[src/rtl/ov7670_capture.sv]
`default_nettype none
// +----------------------------------------------------------------------------+
// | ov7670_capture                                                             |
// | Captures OV7670 RGB565 byte stream into pixels with x/y and frame checks.  |
// | Rev 1.0                                                                    |
// +----------------------------------------------------------------------------+
module ov7670_capture #(
  parameter int H_PIXELS    = 640,
  parameter int V_LINES     = 480,
  parameter int SYNC_STAGES = 2
) (
  input  logic                        clk,
  input  logic                        rst_n,
  input  logic                        i_pclk,
  input  logic                        i_vsync,
  input  logic                        i_href,
  input  logic [7:0]                  i_data,
  output logic [15:0]                 o_pixel,
  output logic                        o_valid,
  output logic [$clog2(H_PIXELS)-1:0] o_x,
  output logic [$clog2(V_LINES)-1:0]  o_y,
  output logic                        o_sof,
  output logic                        o_frame_done,
  output logic                        o_frame_err
);

  localparam int XW  = $clog2(H_PIXELS);
  localparam int YW  = $clog2(V_LINES);
  // Internal counters carry one extra value so "one past the end" is representable
  localparam int XCW = $clog2(H_PIXELS + 1);
  localparam int YCW = $clog2(V_LINES + 1);

  localparam logic [XCW-1:0] c_H_END = XCW'(H_PIXELS);
  localparam logic [YCW-1:0] c_V_END = YCW'(V_LINES);

  localparam logic [1:0] c_IDLE    = 2'd0;
  localparam logic [1:0] c_WAIT_VS = 2'd1;
  localparam logic [1:0] c_ACTIVE  = 2'd2;

  logic [1:0]                  r_state;
  logic [SYNC_STAGES-1:0]      r_pclk_sync;
  logic [SYNC_STAGES-1:0]      r_vs_sync;
  logic [SYNC_STAGES-1:0]      r_href_sync;
  logic [SYNC_STAGES-1:0][7:0] r_data_sync;
  logic                        r_pclk_d;
  logic                        r_vs_d;
  logic                        r_href_d;
  logic [XCW-1:0]              r_x;
  logic [YCW-1:0]              r_y;
  logic                        r_phase;
  logic                        r_err;
  logic [15:0]                 r_pixel;
  logic                        r_valid;
  logic [XW-1:0]               r_ox;
  logic [YW-1:0]               r_oy;
  logic                        r_sof;
  logic                        r_done;
  logic                        r_ferr;

  logic       w_pclk;
  logic       w_vs;
  logic       w_href;
  logic [7:0] w_data;
  logic       w_pclk_rise;
  logic       w_vs_rise;
  logic       w_vs_fall;
  logic       w_href_fall;

  assign w_pclk      = r_pclk_sync[SYNC_STAGES-1];
  assign w_vs        = r_vs_sync[SYNC_STAGES-1];
  assign w_href      = r_href_sync[SYNC_STAGES-1];
  assign w_data      = r_data_sync[SYNC_STAGES-1];
  assign w_pclk_rise = w_pclk & ~r_pclk_d;
  assign w_vs_rise   = w_vs & ~r_vs_d;
  assign w_vs_fall   = ~w_vs & r_vs_d;
  assign w_href_fall = ~w_href & r_href_d;

  // Equal-depth chains keep data aligned with the pclk edge that qualifies it
  always_ff @(posedge clk or negedge rst_n) begin
    if (!rst_n) begin
      r_pclk_sync <= '0;
      r_vs_sync   <= '0;
      r_href_sync <= '0;
      r_data_sync <= '0;
      r_pclk_d    <= 1'b0;
      r_vs_d      <= 1'b0;
      r_href_d    <= 1'b0;
    end else begin
      r_pclk_sync <= {r_pclk_sync[SYNC_STAGES-2:0], i_pclk};
      r_vs_sync   <= {r_vs_sync[SYNC_STAGES-2:0], i_vsync};
      r_href_sync <= {r_href_sync[SYNC_STAGES-2:0], i_href};
      r_data_sync <= {r_data_sync[SYNC_STAGES-2:0], i_data};
      r_pclk_d    <= w_pclk;
      r_vs_d      <= w_vs;
      r_href_d    <= w_href;
    end
  end

  always_ff @(posedge clk or negedge rst_n) begin
    if (!rst_n) begin
      r_state <= c_IDLE;
      r_x     <= '0;
      r_y     <= '0;
      r_phase <= 1'b0;
      r_err   <= 1'b0;
      r_pixel <= '0;
      r_valid <= 1'b0;
      r_ox    <= '0;
      r_oy    <= '0;
      r_sof   <= 1'b0;
      r_done  <= 1'b0;
      r_ferr  <= 1'b0;
    end else begin
      r_valid <= 1'b0;
      r_sof   <= 1'b0;
      r_done  <= 1'b0;
      r_ferr  <= 1'b0;
      case (r_state)
        c_IDLE: begin
          if (w_vs) r_state <= c_WAIT_VS;
        end
        c_WAIT_VS: begin
          if (w_vs_fall) begin
            r_state <= c_ACTIVE;
            r_x     <= '0;
            r_y     <= '0;
            r_phase <= 1'b0;
            r_err   <= 1'b0;
          end
        end
        c_ACTIVE: begin
          if (w_vs_rise) begin
            // A short frame or an aborted line leaves y below the line count
            r_done  <= 1'b1;
            r_ferr  <= r_err | (r_y != c_V_END);
            r_phase <= 1'b0;
            r_state <= c_WAIT_VS;
          end else if (w_href_fall) begin
            if (r_phase || (r_x != c_H_END) || (r_y == c_V_END)) r_err <= 1'b1;
            r_phase <= 1'b0;
            r_x     <= '0;
            if (r_y != c_V_END) r_y <= r_y + YCW'(1);
          end else if (w_pclk_rise && w_href) begin
            if (r_y == c_V_END) begin
              r_err <= 1'b1;
            end else if (!r_phase) begin
              r_pixel[15:8] <= w_data;
              r_phase       <= 1'b1;
            end else begin
              r_phase <= 1'b0;
              if (r_x == c_H_END) begin
                r_err <= 1'b1;
              end else begin
                r_pixel[7:0] <= w_data;
                r_valid      <= 1'b1;
                r_ox         <= r_x[XW-1:0];
                r_oy         <= r_y[YW-1:0];
                r_sof        <= (r_x == '0) && (r_y == '0);
                r_x          <= r_x + XCW'(1);
              end
            end
          end
        end
        default: r_state <= c_IDLE;
      endcase
    end
  end

  assign o_pixel      = r_pixel;
  assign o_valid      = r_valid;
  assign o_x          = r_ox;
  assign o_y          = r_oy;
  assign o_sof        = r_sof;
  assign o_frame_done = r_done;
  assign o_frame_err  = r_ferr;

endmodule
`default_nettype wire

[config.mk]
export PLATFORM = sky130hd
export DESIGN_NAME = ov7670_capture
export DESIGN_NICKNAME = d
export VERILOG_FILES = /design/src/rtl/ov7670_capture.sv
export SDC_FILE = /design/constraint.sdc
export NUM_CORES = 1
export LEC_CHECK = 0
export CORE_MARGIN = 2
export CORE_UTILIZATION = 30
export DETAILED_ROUTE_END_ITERATION = 8
export DONT_BUFFER_PORTS = 1
export SYNTH_ARGS = -nofsm -noshare
export SYNTH_HDL_FRONTEND = slang
export SYNTH_SLANG_ARGS = --single-unit
[constraint.sdc]
create_clock -name clk -period 7.5 [get_ports clk]
set_clock_uncertainty 0.2 [all_clocks]
set_input_delay 1.125 -clock clk [delete_from_list [all_inputs] [get_ports clk]]
set_output_delay 1.125 -clock clk [all_outputs]
set_load 0.02 [all_outputs]
==> reports/results.tsv <==
stage	metric	value	unit
floorplan	start_util	30.79	%
place	finalWeightedCongestion	0.7857	
logic_synthesis	netlist_top_cells_area	dfrtp_1 (59%), mux2_2 (7.9%), mux2_4 (4.1%), ha_1 (2.7%), nand2_1 (1.9%)	
pwr	power_per_cell_area	295.4	nW/um^2
clock_network	clock-sinks	87	
pwr	totalPowerFinal	0.001218	W
pwr	p_leak	1.869	nW
layout	design.final.nets	313	
setup_path	worst_setup_path_start_kind	register	
layout	layout-area-overhead-vs-synth	11.47	%
logic_synthesis	yosys_most_used_dff	dfrtp_1	
worst_hold_path	whs_path_depth	0	
floorplan	die_w	115.0	um
setup_path	setup.worst_path.end_class	register	
clock_network	cts_hold_buf	0	
logic_synthesis	synth.top_cell.area_share	58.86	%
grt	wire_length_of_the_first_global_routing_pass	12000	um
sta	final_period_minus_worst_setup_slack	3.430	ns
clock_network	cts_max_level	3	
setup_path	timing.reg2reg.setup_slack	4.07	ns
worst_hold_path	worst_hold_path_type	register to register	
logic_synthesis	ys_top_cells_by_count	dfrtp_1 (87), mux2_2 (26), nand2_1 (19)	
logic_synthesis	count_of_mapped_cells_out_of_synthesis	290	
status	outcome	finished clean	
pwr	switching_share	29.83	%
clock_network	cts_post_setup_buffers_inserted	0	
sta	post-route-period-util	45.74	%
floorplan	core	12010	sq um
clock_network	worst_setup_hold_path_clk_slew	0.06	ns
logic_synthesis	netlist-cell-type-count	53	
routing	drt_wl_total	7051	um
place	placement.setup.worst_slack	4.074	ns
logic_synthesis	synth_area_leader_cell	dfrtp_1	
logic_synthesis	syn-num-nets	311	
setup_path	crit_path_max_fanout	19	
pwr	comb_power_share	16.3	%
grt	antenna_found_initial	0	
setup_path	path_class	register to register	
setup_path	crit-reg2reg-launch	r_state[0]	
place	placedInstanceArea	3817	sq um
setup_path	crit-reg2reg-capture	o_x[9]	
sta	tightestPinTransition	0.8655	ns
logic_synthesis	syn-cell-area	3699	sq um
sta	worst_slack	4.070	ns
routing	drt_first_iter_violations	154	
logic_synthesis	synth.avg_cell_area	12.75	sq um
grt	grt_max_degree	88	
floorplan	die_h	115.0	um
pwr	total_switching_power	0.0003633	W
grt	first_global_vias	2343	
logic_synthesis	ys_warns	0	
pwr	internal-power	0.0008546	W
place	hpwl_detailed	4728	um
clock_network	max-clock-path-buffers	2	
layout	n_fill_cell	1183	
routing	num_vias	2247	
grt	grt_remaining_overflow	0	
sta	report.final.slew_viol_count	0	
grt	global_route_usage_sum	11.71	%
logic_synthesis	seq_area_frac_synth	58.86	%
pwr	power.share.clock	37.4	%
clock_network	clock-root-buffer	clkbuf_16	
setup_path	worst-r2r-cell-count	8	
sta	unrepaired_setup_endpoints_after_global_routing	no	
worst_hold_path	hold_path_startpoint	r_data_sync[6]	
routing	routedWlPerCell	15.88	um
setup_path	cp.arrival	3.45	ns
floorplan	row_count	40	
logic_synthesis	ys_seq_elements	87	
floorplan	io-pin-count	52	
routing	dr.pass1.iters	4	
logic_synthesis	post-synth-top-count-cell	dfrtp_1	
clock_network	clock_tree_from_tritoncts	yes	
sta	fmax	0.2915	GHz
pwr	ir_drop	0.1223	mV
clock_network	cts.repair.resized	0	
sta	worst_hold_slack	0.1445	ns
logic_synthesis	number_of_synthesized_flops_with_an_enable_pin	0	
routing	ant_nets	0	
sta	hold_viol	0	
routing	post-route-drc-count	0	
layout	n_antenna_cell	0	
layout	ratio_of_cells_with_drive_above_1_in_the_final_layout	19.87	%
routing	drt-vias-per-instance	5.061	
clock_network	insertion_delay	0.34	ns
place	numPortBuffers	0	
layout	postLayoutCellArea	4123	sq um
worst_hold_path	hold_end	w_data[6]	
sta	timing.final.setup_violations	0	
sta	setup_tns	0	ns
sta	max-slew-margin-rel	42.24	%
floorplan	die_area	13230	sq um
setup_path	crit_required	7.52	ns
pwr	sequentialPowerShare	46.3	%
logic_synthesis	synth_async_sr_flop_share	100.0	%
run	max_cap_violations	0	
clock_network	cts_made_buffers	9	
[worst max-delay path by stage]
stage               startpoint           to  slack, ns  cells after the start
global placement    r_state[0]       o_y[0]       4.21                      8
detailed placement  r_state[0]       o_y[1]       4.07                      8
global route        r_state[0]       o_x[9]       3.68                      8
CTS                 r_state[0]       o_y[1]       4.04                      8
finish              r_state[0]       o_x[9]       4.07                      8
floorplan           r_state[0]  o_pixel[10]       5.02                      8
[cells by family (layout without fill, tap and decap cells)]
group | Yosys count | count (layout) | synth area share, %
AO/OA/AOI/OAI | 48 | 48 | 8.830
flip-flops | 87 | 87 | 58.86
adder cells (fa/ha/maj) | 8 | 8 | 2.706
AND/OR/NAND/NOR | 78 | 78 | 11.87
multiplexers | 38 | 38 | 12.52
buffers and inverters | 24 | 31 | 3.552
XOR/XNOR | 7 | 7 | 1.658
[per-layer routing]
layer	share of wire, %	up-vias	GRT usage [%]
met5	0	-	0
met4	1.5	0	4.418
met3	5.3	12	4.323
met2	47	50	18.20
met1	46	1142	14.95
li1	-	1043	-
[power groups by stage]
stage / Combinational (W) / Clock [W] / Sequential (W)
floorplan: 0.000161 / 0 / 0.000562
global placement: 0.000194 / 0 / 0.000572
detailed placement: 0.000198 / 0 / 0.000573
CTS: 0.000199 / 0.000468 / 0.000564
global route: 0.000230 / 0.000488 / 0.000569
finish: 0.000198 / 0.000456 / 0.000564
[sequential cells by signal, indices dropped and copies added (netlist names), 8 cells and up]
name,cells
o_y,9
r_data_sync,8
w_data,8
r_x,10
o_x,10
r_y,9
o_pixel,16
[critical path, cell delays in order, from the launching register on]
cell	delay [ns]
dfrtp_1	0.40
inv_1	0.10
ha_1	0.56
inv_1	0.15
nor2_1	0.43
nand2_1	0.20
nor3_4	0.47
buf_4	0.41
mux2_2	0.37
[cell type report]
class / count / area, sq um / area share (%)
inverter: 14 / 52.55 / 1.275
clock inverter: 6 / 66.31 / 1.608
tap: 147 / 183.9 / 4.461
multi-input combinational: 179 / 1396 / 33.87
clock buffer: 10 / 239.0 / 5.797
sequential: 87 / 2177 / 52.81
timing repair buffer: 1 / 7.507 / 0.1821
[metrics by stage]
| step | utilization (%) | instances |
|---|---|---|
| after floorplan | - | 290 |
| after global placement | 31.78 | 428 |
| after detailed placement | 31.78 | 428 |
| after CTS | 34.32 | 444 |
| after global routing | 34.32 | 444 |
| final | 34.32 | 444 |
[cell usage in the layout (no fill, tap or decap), types with 3 or more instances in the layout]
cell        n
a2111oi_0   3
a211oi_1    4
a21oi_1    12
clkbuf_16   9
dfrtp_1    87
ha_1        8
inv_1      14
mux2_2     26
mux2_4     10
nand2_1    19
nand2b_1    4
nand3_1     3
nand3b_1    3
nand4_1     8
nor2_1     15
nor2b_1     3
nor3_1      3
o21ai_0     7
o31ai_1     3
or3_1       3
or4_1       3
xnor2_1     7
(Power assumes the default switching activity.)
